### src/rtl/sq_pkg.sv
// sq_pkg -- shared constants and types for the sq register interface.
//   NCH             : number of synthesis channels
//   ADDR_*          : register address map (bank bases are 4-aligned)
//   BUSY_CYCLES_DEF : default busy window after an accepted data write
//   busy_state_e    : busy timer FSM state encoding
package sq_pkg;

  localparam int NCH = 4;

  localparam logic [7:0] ADDR_KEYON = 8'h28;
  localparam logic [7:0] ADDR_MUL   = 8'h30;
  localparam logic [7:0] ADDR_FNL   = 8'hA0;
  localparam logic [7:0] ADDR_FNH   = 8'hA4;

  localparam int BUSY_CYCLES_DEF = 32;

  typedef enum logic {
    ST_IDLE = 1'b0,
    ST_BUSY = 1'b1
  } busy_state_e;

  // True when addr falls in the 4-register bank starting at base.
  function automatic logic in_bank(input logic [7:0] addr, input logic [7:0] base);
    return addr[7:2] == base[7:2];
  endfunction

endpackage

### src/rtl/sq_busy_timer.sv
// sq_busy_timer -- busy window generator.
//   clk, reset_n : clock, async active-low reset
//   start        : one-cycle pulse for an accepted data write (ignored while busy)
//   busy         : registered, high for exactly BUSY_CYCLES cycles after start
//
// state   | meaning
// --------+------------------------------------------------------
// ST_IDLE | no write in progress, start accepted
// ST_BUSY | counting down; leaves when the counter reads 1
module sq_busy_timer
  import sq_pkg::*;
#(
  parameter int BUSY_CYCLES = BUSY_CYCLES_DEF
) (
  input  logic clk,
  input  logic reset_n,
  input  logic start,
  output logic busy
);

  localparam logic [7:0] CNT_LOAD = 8'(BUSY_CYCLES);

  busy_state_e state_q;
  logic [7:0]  cnt_q;
  logic        busy_q;

  always_ff @(posedge clk or negedge reset_n) begin
    if (!reset_n) begin
      state_q <= ST_IDLE;
      cnt_q   <= '0;
      busy_q  <= 1'b0;
    end else begin
      case (state_q)
        ST_IDLE: begin
          if (start) begin
            state_q <= ST_BUSY;
            cnt_q   <= CNT_LOAD;
            busy_q  <= 1'b1;
          end
        end
        ST_BUSY: begin
          if (cnt_q == 8'd1) begin
            state_q <= ST_IDLE;
            cnt_q   <= '0;
            busy_q  <= 1'b0;
          end else begin
            cnt_q <= cnt_q - 8'd1;
          end
        end
      endcase
    end
  end

  assign busy = busy_q;

endmodule

### src/rtl/sq_regif.sv
// sq_regif -- host write port and per-channel register storage.
//   clk, reset_n   : clock, async active-low reset
//   cs_n, wr_n     : active-low chip select / write strobe (one event per strobe)
//   a0             : 0 = address write, 1 = data write
//   din            : host write data
//   dout           : status {busy, 7'b0}
//   fnumber        : 4 x 11-bit frequency numbers, channel n at [11n+10:11n]
//   block          : 4 x 3-bit octave blocks, channel n at [3n+2:3n]
//   multiple       : 4 x 4-bit multipliers, channel n at [4n+3:4n]
//   keyon          : per-channel key state
module sq_regif
  import sq_pkg::*;
#(
  parameter int BUSY_CYCLES = BUSY_CYCLES_DEF
) (
  input  logic               clk,
  input  logic               reset_n,
  input  logic               cs_n,
  input  logic               wr_n,
  input  logic               a0,
  input  logic [7:0]         din,
  output logic [7:0]         dout,
  output logic [NCH*11-1:0]  fnumber,
  output logic [NCH*3-1:0]   block,
  output logic [NCH*4-1:0]   multiple,
  output logic [NCH-1:0]     keyon
);

  logic               act_d, act_q;
  logic               wr_evt, data_acc, busy;
  logic [7:0]         addr_q;
  logic [5:0]         fnh_q;      // {block, fnum[10:8]} held until the low-byte write
  logic [NCH*11-1:0]  fnumber_q;
  logic [NCH*3-1:0]   block_q;
  logic [NCH*4-1:0]   multiple_q;
  logic [NCH-1:0]     keyon_q;
  logic [1:0]         ch;

  assign act_d    = !cs_n && !wr_n;
  assign wr_evt   = act_d && !act_q;        // rising edge of the strobe only
  assign data_acc = wr_evt && a0 && !busy;
  assign ch       = addr_q[1:0];

  always_ff @(posedge clk or negedge reset_n) begin
    if (!reset_n) begin
      act_q      <= 1'b0;
      addr_q     <= '0;
      fnh_q      <= '0;
      fnumber_q  <= '0;
      block_q    <= '0;
      multiple_q <= '0;
      keyon_q    <= '0;
    end else begin
      act_q <= act_d;
      if (wr_evt && !a0) begin
        addr_q <= din;
      end
      if (data_acc) begin
        if (in_bank(addr_q, ADDR_MUL)) begin
          multiple_q[int'(ch)*4 +: 4] <= din[3:0];
        end else if (in_bank(addr_q, ADDR_FNH)) begin
          fnh_q <= din[5:0];
        end else if (in_bank(addr_q, ADDR_FNL)) begin
          fnumber_q[int'(ch)*11 +: 11] <= {fnh_q[2:0], din};
          block_q[int'(ch)*3 +: 3]     <= fnh_q[5:3];
        end else if (addr_q == ADDR_KEYON) begin
          keyon_q[din[1:0]] <= din[4];
        end
      end
    end
  end

  sq_busy_timer #(
    .BUSY_CYCLES(BUSY_CYCLES)
  ) u_busy_timer (
    .clk    (clk),
    .reset_n(reset_n),
    .start  (data_acc),
    .busy   (busy)
  );

  assign dout     = {busy, 7'b0};
  assign fnumber  = fnumber_q;
  assign block    = block_q;
  assign multiple = multiple_q;
  assign keyon    = keyon_q;

endmodule

### config.mk
export PLATFORM = sky130hd
export DESIGN_NAME = sq_regif
export DESIGN_NICKNAME = d
export VERILOG_FILES = /design/src/rtl/sq_pkg.sv /design/src/rtl/sq_busy_timer.sv /design/src/rtl/sq_regif.sv
export SDC_FILE = /design/constraint.sdc
export NUM_CORES = 1
export LEC_CHECK = 0
export CAP_MARGIN = 20
export CORE_MARGIN = 5
export CORE_UTILIZATION = 57
export CTS_BUF_LIST = sky130_fd_sc_hd__clkbuf_4 sky130_fd_sc_hd__clkbuf_8
export CTS_CLUSTER_DIAMETER = 30
export CTS_CLUSTER_SIZE = 14
export DETAILED_ROUTE_END_ITERATION = 16
export PLACE_DENSITY = 0.95
export SYNTH_ARGS = -nofsm -noshare
export SYNTH_HDL_FRONTEND = slang
export SYNTH_HIERARCHICAL = 1
export SYNTH_SLANG_ARGS = --single-unit
### constraint.sdc
create_clock -name clk -period 2.7 [get_ports clk]
set_input_delay 0.27 -clock clk [delete_from_list [all_inputs] [get_ports clk]]
set_output_delay 0.27 -clock clk [all_outputs]
set_load 0.005 [all_outputs]
==> flow_metrics.tcl, run 1 <==
set metrics [dict create \
    worst_slew_pin_slew_ns 0.663 \
    row_count 32 \
    synthDominantCellAreaShare_pct 55.3 \
    cellPowerDensity_nw_per_um2 599 \
    rsz0062_at_grt "no" \
    max_slew_margin_pct 55.5 \
    htreeDepth 3 \
    clkLatencyLatePin_ns 0.37 \
    arrival_ns 2.47 \
    cp_num_buf_inv 1 \
    globalRoute.totalOverflow 0 \
    gpl.final_weighted_congestion 0.873 \
    post_synth.cell_area_avg_um2 10.7 \
    post_layout_minimum_cycle_time_ns 2.21 \
    number_of_hold_buffers_added_after_cts 1 \
    highest_attainable_clock_frequency_ghz 0.453 \
    synthTopCellsByArea "sky130_fd_sc_hd__dfrtp_1 (55%), sky130_fd_sc_hd__mux2_2 (11%), sky130_fd_sc_hd__nand2_1 (7.9%), sky130_fd_sc_hd__o21ai_0 (5.6%), sky130_fd_sc_hd__ha_1 (1.9%)" \
    core_area_um2 7770 \
    max_root_sink_buffers 2 \
    synth.cell_area_um2 4570 \
    setup_tns_ns 0 \
    critPathMaxStageDelay_ns 0.51 \
    numCtsBuffers 9 \
    crit_chain "inv_1 > ha_1 > nand4_1 > nor4_1 > mux2_2" \
    setup.worst_path.start_class "flip-flop" \
    worst_slack_ns 0.495 \
    die_area_um2 9910 \
    post-synth-top-count-cell "sky130_fd_sc_hd__dfrtp_1" \
    layout-drive-gt1-share_pct 16.1 \
    post_synthesis_instance_total 428 \
    critical_path.slowest_cell "sky130_fd_sc_hd__ha_1" \
    drv_cap 0 \
    setup_violations 0 \
    synthDominantAreaCellType "sky130_fd_sc_hd__dfrtp_1" \
    insertedDiodeCount 0 \
    worst_case_clock_skew_ns 0.0103 \
    detail_route.wl_per_cell_um 18.4 \
    path_class "reg -> reg" \
    peak_supply_drop_v 0.000329 \
    ys_top_cells_by_count "sky130_fd_sc_hd__dfrtp_1 (101), sky130_fd_sc_hd__nand2_1 (96), sky130_fd_sc_hd__o21ai_0 (51), sky130_fd_sc_hd__mux2_2 (44), sky130_fd_sc_hd__nor2_1 (18)" \
    tritoncts "built" \
    route.detailed.vias_per_inst 5.97 \
    worst-path-max-fanout 13 \
    drt_first_iter_violations 231 \
    pin_count_of_the_biggest_net_entering_global_routing 102 \
    synthDistinctLibCells 45 \
    total_via_count_in_the_routed_design 3734 \
    vias_in_the_first_global_route 3804 \
    total_of_cells_resized_after_clock_tree_synthesis 0 \
    grt_first_pass_wirelength_um 19100 \
    min_delay_path_class "reg -> reg" \
    drv_slew 0 \
    grt_use_total_pct 24.3 \
    power.leakage_nw 2.50 \
    clock-root-buffer "sky130_fd_sc_hd__clkbuf_8" \
    asyncSetResetFlopFracSynth_pct 100 \
    port_buffers 89 \
    endpoint_kind "flip-flop" \
    ios 97 \
    die_width_um 99.6 \
    number_of_synthesized_flops_with_an_enable_pin 0 \
    synthFlopType "sky130_fd_sc_hd__dfrtp_1" \
    dr.pass1.iters 6 \
    dpl_worst_slack_ns 0.327 \
    postSynthRegisterBits 101 \
    initial_standard_cell_utilization_of_the_core_pct 58.9 \
    antenna_found_initial 0 \
    drcViolationCount 0 \
    dp_hpwl_um 8350 \
    postRouteAntennaNets 0 \
    yosysWarningCount 6 \
    post-cts-setup-buffer-count 0 \
    die_h_um 99.6 \
    synth.yosys.seq_area_share_pct 55.3 \
    min_period_over_period_pct 81.7 \
    worstPathRequired_ns 2.96 \
    cts.sink_count 101 \
    finalNetCount 538 \
    area_delta_synth_final_pct 25.9 \
    outcome "finished clean" \
    critical_path_s_top_delay_family "adder cells" \
    clk_pin_slew_ns 0.09 \
    timing_hold_violations_final 0 \
    route.final.wire_length_um 11500 \
]
[flip-flops by register name, summed over array words and instances (netlist names)]
name,cells
act_q,1
block,12
fnumber,44
u_busy_timer/state_q,1
fnh_q,6
u_busy_timer/cnt_q,8
u_busy_timer/busy,1
addr_q,8
keyon,4
multiple,16
[path summary, 6_finish.rpt]
check                                  startpoint  cells past startpoint                       end  slack, ns
setup reg to reg            addr_q[0]$_DFFE_PN0P_                      5      keyon[1]$_DFFE_PN0P_       0.49
min in group asynchronous                 reset_n                      3   fnumber[20]$_DFFE_PN0P_       0.50
hold / removal             fnumber[6]$_DFFE_PN0P_                      2    fnumber[6]$_DFFE_PN0P_       0.49
max in group asynchronous                 reset_n                      3  multiple[14]$_DFFE_PN0P_       1.81
hold reg to reg            fnumber[6]$_DFFE_PN0P_                      2    fnumber[6]$_DFFE_PN0P_       0.49
setup / recovery            addr_q[0]$_DFFE_PN0P_                      5      keyon[1]$_DFFE_PN0P_       0.49
[worst reg2reg max path: stages (launching register included)]
cell,delay (ns)
sky130_fd_sc_hd__dfrtp_1,0.50
sky130_fd_sc_hd__inv_1,0.20
sky130_fd_sc_hd__ha_1,0.51
sky130_fd_sc_hd__nand4_1,0.24
sky130_fd_sc_hd__nor4_1,0.29
sky130_fd_sc_hd__mux2_2,0.38
[metrics by stage]
stage	utilization (%)	instances	total power [mW]	area, µm²	hold slack, ns
5_1_grt	74.1	625	3.60	5760	0.525
4_1_cts	74.1	625	3.44	5760	0.491
2_1_floorplan	-	434	2.24	4600	-0.0256
3_3_place_gp	71.4	608	2.42	5550	0.361
6_report	74.1	625	3.45	5760	0.491
3_5_place_dp	71.4	608	2.47	5550	0.373
[cells by family after synthesis]
family / Yosys count / synth area share, %
AOI/OAI and AO/OA: 61 / 7.17
xor gates and xnor gates: 2 / 0.383
adders and majority gates: 7 / 1.92
buffers and inverters: 30 / 3.39
DFF: 101 / 55.3
muxes: 45 / 11.1
other: 1 / 0.0820
and+or+nand+nor: 181 / 20.7
[cells in the final DEF, fill, tap and decap left out, types with 7 or more instances in the layout]
cell type / count
sky130_fd_sc_hd__dfrtp_1: 101
sky130_fd_sc_hd__ha_1: 7
sky130_fd_sc_hd__mux2_2: 44
sky130_fd_sc_hd__conb_1: 7
sky130_fd_sc_hd__nand2_1: 96
sky130_fd_sc_hd__nor2b_1: 9
sky130_fd_sc_hd__nor2_1: 18
sky130_fd_sc_hd__buf_4: 8
sky130_fd_sc_hd__clkdlybuf4s50_1: 88
sky130_fd_sc_hd__o21ai_0: 51
sky130_fd_sc_hd__and2_1: 8
sky130_fd_sc_hd__clkbuf_8: 9
sky130_fd_sc_hd__nand2b_1: 9
[per-layer routing]
layer / vias up / global-route usage, % / wire length (µm)
li1: 1625 / - / -
met1: 1852 / 30.4 / 4530
met2: 218 / 41.1 / 5730
met3: 39 / 5.19 / 949
met4: 0 / 9.66 / 307
met5: - / 0 / 0
[cell type report]
| type | instances | area [µm²] |
|---|---|---|
| sequential | 101 | 2530 |
| fill | 495 | 2010 |
| multi-input combinational | 303 | 1910 |
| timing repair buffer | 98 | 971 |
| clock buffer | 10 | 131 |
| tap | 102 | 128 |
| clock inverter | 6 | 68.8 |
| inverter | 5 | 18.8 |
[power breakdown]
group / leakage [nW] / internal [mW] / switching [mW] / total, mW
sequential: 1.37 / 1.62 / 0.154 / 1.77
combinational: 1.03 / 0.297 / 0.396 / 0.692
clock: 0.101 / 0.448 / 0.537 / 0.984
total: 2.50 / 2.36 / 1.09 / 3.45
(Power assumes the default switching activity.)
==> run 2: changes to the inputs <==
--- a/config.mk
+++ b/config.mk
@@ -7,12 +7,12 @@
 export LEC_CHECK = 0
 export CAP_MARGIN = 20
 export CORE_MARGIN = 5
-export CORE_UTILIZATION = 57
+export CORE_UTILIZATION = 48
 export CTS_BUF_LIST = sky130_fd_sc_hd__clkbuf_4 sky130_fd_sc_hd__clkbuf_8
 export CTS_CLUSTER_DIAMETER = 30
 export CTS_CLUSTER_SIZE = 14
 export DETAILED_ROUTE_END_ITERATION = 16
-export PLACE_DENSITY = 0.95
+export PLACE_DENSITY = 0.9
 export SYNTH_ARGS = -nofsm -noshare
 export SYNTH_HDL_FRONTEND = slang
 export SYNTH_HIERARCHICAL = 1
==> constraint.sdc (replaced) <==
create_clock -name clk -period 2 [get_ports clk]
set_input_delay 0.2 -clock clk [delete_from_list [all_inputs] [get_ports clk]]
set_output_delay 0.2 -clock clk [all_outputs]
set_load 0.005 [all_outputs]
==> run 2 against run 1 <==
Clock-buffer cell count shrank 1. Total power up 35%. Clock power is 32% higher. Sequential share of layout area down 1.4 points. Worst setup slack got worse by 0.36 ns.
==> flow_metrics.tcl, run 2 (same netlist as run 1, synthesis figures left out) <==
set metrics [dict create \
    die_width_um 108 \
    layout-drive-gt1-share_pct 19.4 \
    min_period_over_period_pct 93.1 \
    cts.sink_count 101 \
    depth_of_the_worst_register_to_register_path 6 \
    outcome "finished clean" \
    drv_cap 0 \
    ios 97 \
    worstPathRequired_ns 2.25 \
    largest_register_ff_count 44 \
    core_area_um2 9280 \
    endpoint_kind "flip-flop" \
    max_root_sink_buffers 2 \
    dpl_worst_slack_ns -0.0589 \
    route.final.wire_length_um 11400 \
    critical_path.reg2reg.startpoint "addr_q[0]$_DFFE_PN0P_" \
    grt_use_total_pct 20.2 \
    worst-path-max-fanout 12 \
    setup_violations 0 \
    clk_pin_slew_ns 0.11 \
    initial_standard_cell_utilization_of_the_core_pct 49.3 \
    power.leakage_nw 2.59 \
    dr.pass1.iters 4 \
    finalNetCount 555 \
    min_delay_path_class "in -> async" \
    dp_hpwl_um 8500 \
    tritoncts "built" \
    final_common_cell "sky130_fd_sc_hd__dfrtp_1" \
    pin_count_of_the_biggest_net_entering_global_routing 55 \
    timing_hold_violations_final 0 \
    worst_slack_ns 0.137 \
    htreeDepth 3 \
    most-common-layout-cells "sky130_fd_sc_hd__dfrtp_1 (101), sky130_fd_sc_hd__nand2_1 (96), sky130_fd_sc_hd__clkdlybuf4s50_1 (88), sky130_fd_sc_hd__o21ai_0 (51), sky130_fd_sc_hd__mux2_2 (44)" \
    route.detailed.vias_per_inst 5.34 \
    peak_supply_drop_v 0.000469 \
    worst_case_clock_skew_ns 0.0153 \
    worst_r2r_endpoint "fnumber[43]$_DFFE_PN0P_" \
    clkLatencyLatePin_ns 0.38 \
    total_via_count_in_the_routed_design 3575 \
    drcViolationCount 0 \
    insertedDiodeCount 0 \
    highest_attainable_clock_frequency_ghz 0.537 \
    setup.worst_path.start_class "flip-flop" \
    critPathMaxStageDelay_ns 0.45 \
    antenna_found_initial 0 \
    path_class "reg -> reg" \
    post_layout_minimum_cycle_time_ns 1.86 \
    crit_chain "ha_1 > nor4bb_1 > nand4_1 > buf_4 > nand2_1 > o21ai_0" \
    die_h_um 108 \
    vias_in_the_first_global_route 3628 \
    cellPowerDensity_nw_per_um2 786 \
    postRouteAntennaNets 0 \
    arrival_ns 2.11 \
    regToRegSetupSlack_ns 0.14 \
    critical_path.slowest_cell "sky130_fd_sc_hd__dfrtp_1" \
    grt_first_pass_wirelength_um 18500 \
    globalRoute.totalOverflow 0 \
    clock-root-buffer "sky130_fd_sc_hd__clkbuf_8" \
    rsz0062_at_grt "no" \
    place_inst 650 \
    total_design_power_mw 4.67 \
    area_delta_synth_final_pct 30.0 \
    detail_route.wl_per_cell_um 17.0 \
    non_filler_cells_in_the_finished_layout 669 \
    row_count 35 \
    die_area_um2 11600 \
    drt_first_iter_violations 248 \
    drv_slew 0 \
    port_buffers 89 \
    gpl.final_weighted_congestion 0.906 \
    numCtsBuffers 9 \
]
[run 2: final cells by class]
| type | count | area, µm² |
|---|---|---|
| fill | 690 | 3340 |
| tap | 129 | 161 |
| inverter | 5 | 18.8 |
| clock buffer | 9 | 124 |
| multi-input combinational | 303 | 1940 |
| clock inverter | 7 | 78.8 |
| sequential | 101 | 2530 |
| timing repair buffer | 115 | 1100 |
[run 2: what timing repair did]
item,4_1_cts,5_1_grt
gates resized for setup,0,5
pin swaps,2,0
endpoints found under the setup margin,9,22
buffers inserted,2,0
hold buffers,1,0
endpoints found under the hold margin,20,0
[run 2: through the flow]
step / setup TNS (ns) / instance area [µm²] / hold WS [ns] / utilization [%]
4_1_cts: 0 / 5920 / 0.265 / 63.8
6_report: 0 / 5950 / 0.263 / 64.0
2_1_floorplan: 0 / 4600 / -0.0956 / -
3_5_place_dp: -0.422 / 5690 / 0.107 / 61.3
5_1_grt: 0 / 5950 / 0.270 / 64.0
3_3_place_gp: -0.000253 / 5690 / 0.0975 / 61.3
[run 2: power breakdown]
group | leakage (nW) | switching (mW) | internal [mW]
sequential | 1.37 | 0.215 | 2.19
combinational | 1.11 | 0.535 | 0.438
clock | 0.102 | 0.800 | 0.498
[run 2: layer usage]
| layer | global-route usage (%) | wire length (µm) | up-vias |
|---|---|---|---|
| li1 | - | - | 1661 |
| met1 | 26.2 | 4590 | 1760 |
| met2 | 33.3 | 5690 | 134 |
| met3 | 4.80 | 820 | 20 |
| met4 | 6.76 | 247 | 0 |
| met5 | 0 | 0 | - |
[run 2: worst max-delay path by stage]
stage | startpoint | endpoint | slack (ns) | depth (start not counted)
after floorplan | addr_q[0]$_DFFE_PN0P_ | keyon[1]$_DFFE_PN0P_ | 0.19 | 6
after global placement | a0 | fnh_q[4]$_DFFE_PN0P_ | -0.0001 | 6
after detailed placement | a0 | multiple[4]$_DFFE_PN0P_ | -0.06 | 7
after CTS | addr_q[0]$_DFFE_PN0P_ | fnumber[22]$_DFFE_PN0P_ | 0.05 | 6
after global routing | addr_q[0]$_DFFE_PN0P_ | block[10]$_DFFE_PN0P_ | 0.01 | 6
final | addr_q[0]$_DFFE_PN0P_ | fnumber[43]$_DFFE_PN0P_ | 0.14 | 6
[run 2: worst max-delay path, delay by kind of cell, from the launching register on]
family	cells	cell delay (ns)
adders and majority gates	1	0.26
DFF	1	0.45
AOI/OAI and AO/OA	1	0.08
buffers and inverters	1	0.28
and+or+nand+nor	3	0.67
==> run 3: changes to the inputs <==
--- a/config.mk
+++ b/config.mk
@@ -5,13 +5,13 @@
 export SDC_FILE = /design/constraint.sdc
 export NUM_CORES = 1
 export LEC_CHECK = 0
-export CAP_MARGIN = 20
+export CAP_MARGIN = 10
 export CORE_MARGIN = 5
 export CORE_UTILIZATION = 48
 export CTS_BUF_LIST = sky130_fd_sc_hd__clkbuf_4 sky130_fd_sc_hd__clkbuf_8
-export CTS_CLUSTER_DIAMETER = 30
 export CTS_CLUSTER_SIZE = 14
 export DETAILED_ROUTE_END_ITERATION = 16
+export MAX_ROUTING_LAYER = met4
 export PLACE_DENSITY = 0.9
 export SYNTH_ARGS = -nofsm -noshare
 export SYNTH_HDL_FRONTEND = slang
==> run 3 against run 2 <==
Hold slack better by 0.0026 ns. Combinational power is 0.4% higher. Critical path depth stayed put. First-iteration DRC count is 12% lower. Cell area stayed put. Clock-buffer cell count stayed put. Register-to-register slack worse by 0.02 ns. Total power hardly changed. Via count is 1.6% higher. Clock skew is 0.0018 ns higher. Sequential share of layout area stayed put. Non-clock buffer count stayed put.
==> flow_metrics.tcl, run 3 (same netlist as run 1, synthesis figures left out) <==
set metrics [dict create \
    outcome "finished clean" \
    area_delta_synth_final_pct 30.0 \
    timing_hold_violations_final 0 \
    drcViolationCount 0 \
    path_class "reg -> reg" \
    worst_r2r_endpoint "fnumber[22]$_DFFE_PN0P_" \
    arrival_ns 2.14 \
    met1_usage_pct 26.2 \
    clk_pin_slew_ns 0.11 \
    worst_slack_ns 0.118 \
    utilization_pct 64.0 \
    rsz0062_at_grt "no" \
    min_delay_path_class "in -> async" \
    most-common-layout-cells "sky130_fd_sc_hd__dfrtp_1 (101), sky130_fd_sc_hd__nand2_1 (96), sky130_fd_sc_hd__clkdlybuf4s50_1 (88), sky130_fd_sc_hd__o21ai_0 (51), sky130_fd_sc_hd__mux2_2 (44)" \
    worstPathRequired_ns 2.26 \
    tritoncts "built" \
    largest_register_ff_count 44 \
    finalNetCount 555 \
    core_area_um2 9280 \
    die_h_um 108 \
    max_root_sink_buffers 2 \
    fillerInstances 690 \
    depth_of_the_worst_register_to_register_path 6 \
    hold_ws_ns 0.266 \
    drv_slew 0 \
    setup_tns_ns 0 \
    worst_case_clock_skew_ns 0.0171 \
    endpoint_kind "flip-flop" \
    detail_route.wl_per_cell_um 17.0 \
    numCtsBuffers 9 \
    worst-path-max-fanout 5 \
    port_buffers 89 \
    dpl_worst_slack_ns -0.0589 \
    critical_path.reg2reg.startpoint "addr_q[0]$_DFFE_PN0P_" \
    grt.busiest_layer "met2" \
    grt_use_met3_pct 4.62 \
    power.leakage_nw 2.59 \
    highest_attainable_clock_frequency_ghz 0.531 \
    drv_cap 0 \
    vias_in_the_first_global_route 3630 \
    pin_count_of_the_biggest_net_entering_global_routing 55 \
    grt_use_total_pct 20.7 \
    post_layout_minimum_cycle_time_ns 1.88 \
    regToRegSetupSlack_ns 0.12 \
    globalRoute.totalOverflow 0 \
    clock-root-buffer "sky130_fd_sc_hd__clkbuf_8" \
    die_width_um 108 \
    grtUsageMet2_pct 33.3 \
    insertedDiodeCount 0 \
    cellPowerDensity_nw_per_um2 786 \
    postRouteAntennaNets 0 \
    antenna_found_initial 0 \
    grt_first_pass_wirelength_um 18500 \
    htreeDepth 3 \
    drt_first_iter_violations 219 \
    clkLatencyLatePin_ns 0.38 \
    ios 97 \
    route.final.wire_length_um 11400 \
    gpl.final_weighted_congestion 0.921 \
    initial_standard_cell_utilization_of_the_core_pct 49.3 \
    layout-drive-gt1-share_pct 19.4 \
    dr.pass1.iters 5 \
    peak_supply_drop_v 0.000469 \
    dp_hpwl_um 8500 \
    setup.worst_path.start_class "flip-flop" \
    total_via_count_in_the_routed_design 3631 \
    row_count 35 \
    cts.sink_count 101 \
    route.detailed.vias_per_inst 5.43 \
    min_period_over_period_pct 94.1 \
    die_area_um2 11600 \
    final_common_cell "sky130_fd_sc_hd__dfrtp_1" \
    setup_violations 0 \
]
==> run 3: where the power goes <==
| group | switching [mW] | leakage (nW) | internal, mW |
|---|---|---|---|
| logic | 0.539 | 1.11 | 0.438 |
| clock network | 0.794 | 0.102 | 0.498 |
| registers | 0.217 | 1.37 | 2.19 |
==> run 3: timing repair <==
item,4_1_cts,5_1_grt
pin swaps,2,0
endpoints found under the setup margin,9,22
setup buffers,2,0
resized for setup,0,5
hold buffers,1,0
hold endpoints to repair,20,0
==> run 3: critical path: stages (launching register included) <==
cell                       delay (ns)
sky130_fd_sc_hd__dfrtp_1         0.46
sky130_fd_sc_hd__inv_2           0.12
sky130_fd_sc_hd__ha_2            0.23
sky130_fd_sc_hd__nor4bb_4        0.32
sky130_fd_sc_hd__nand4_1         0.18
sky130_fd_sc_hd__buf_4           0.19
sky130_fd_sc_hd__mux2_2          0.26
==> run 3: area by class of cell <==
type                       count  area, µm²  share of cell area, %
clock buffer                   9        124                   2.08
clock inverter                 7       78.8                   1.33
inverter                       5       18.8                  0.316
multi-input combinational    303       1940                   32.6
sequential                   101       2530                   42.5
tap                          129        161                   2.71
timing repair buffer         115       1100                   18.5
==> run 3: worst max path at each step <==
stage | start | endpoint | slack, ns | cells past startpoint
2_1_floorplan | addr_q[0]$_DFFE_PN0P_ | keyon[1]$_DFFE_PN0P_ | 0.19 | 6
3_3_place_gp | a0 | fnh_q[4]$_DFFE_PN0P_ | -0.0001 | 6
3_5_place_dp | a0 | multiple[4]$_DFFE_PN0P_ | -0.06 | 7
4_1_cts | addr_q[0]$_DFFE_PN0P_ | fnumber[22]$_DFFE_PN0P_ | 0.05 | 6
5_1_grt | addr_q[0]$_DFFE_PN0P_ | block[10]$_DFFE_PN0P_ | 0.01 | 6
6_report | addr_q[0]$_DFFE_PN0P_ | fnumber[22]$_DFFE_PN0P_ | 0.12 | 6
==> run 3: stage by stage <==
stage,cells,power [mW],area (µm²)
2_1_floorplan,434,3.03,4600
3_3_place_gp,650,3.29,5690
3_5_place_dp,650,3.36,5690
4_1_cts,669,4.64,5920
5_1_grt,669,4.91,5950
6_report,669,4.68,5950
==> run 3: layer usage <==
metal	vias to the layer above	part of all wire, %
met4	0	2.3
met5	-	0
met3	23	6.7
li1	1664	-
met1	1782	41
met2	162	50
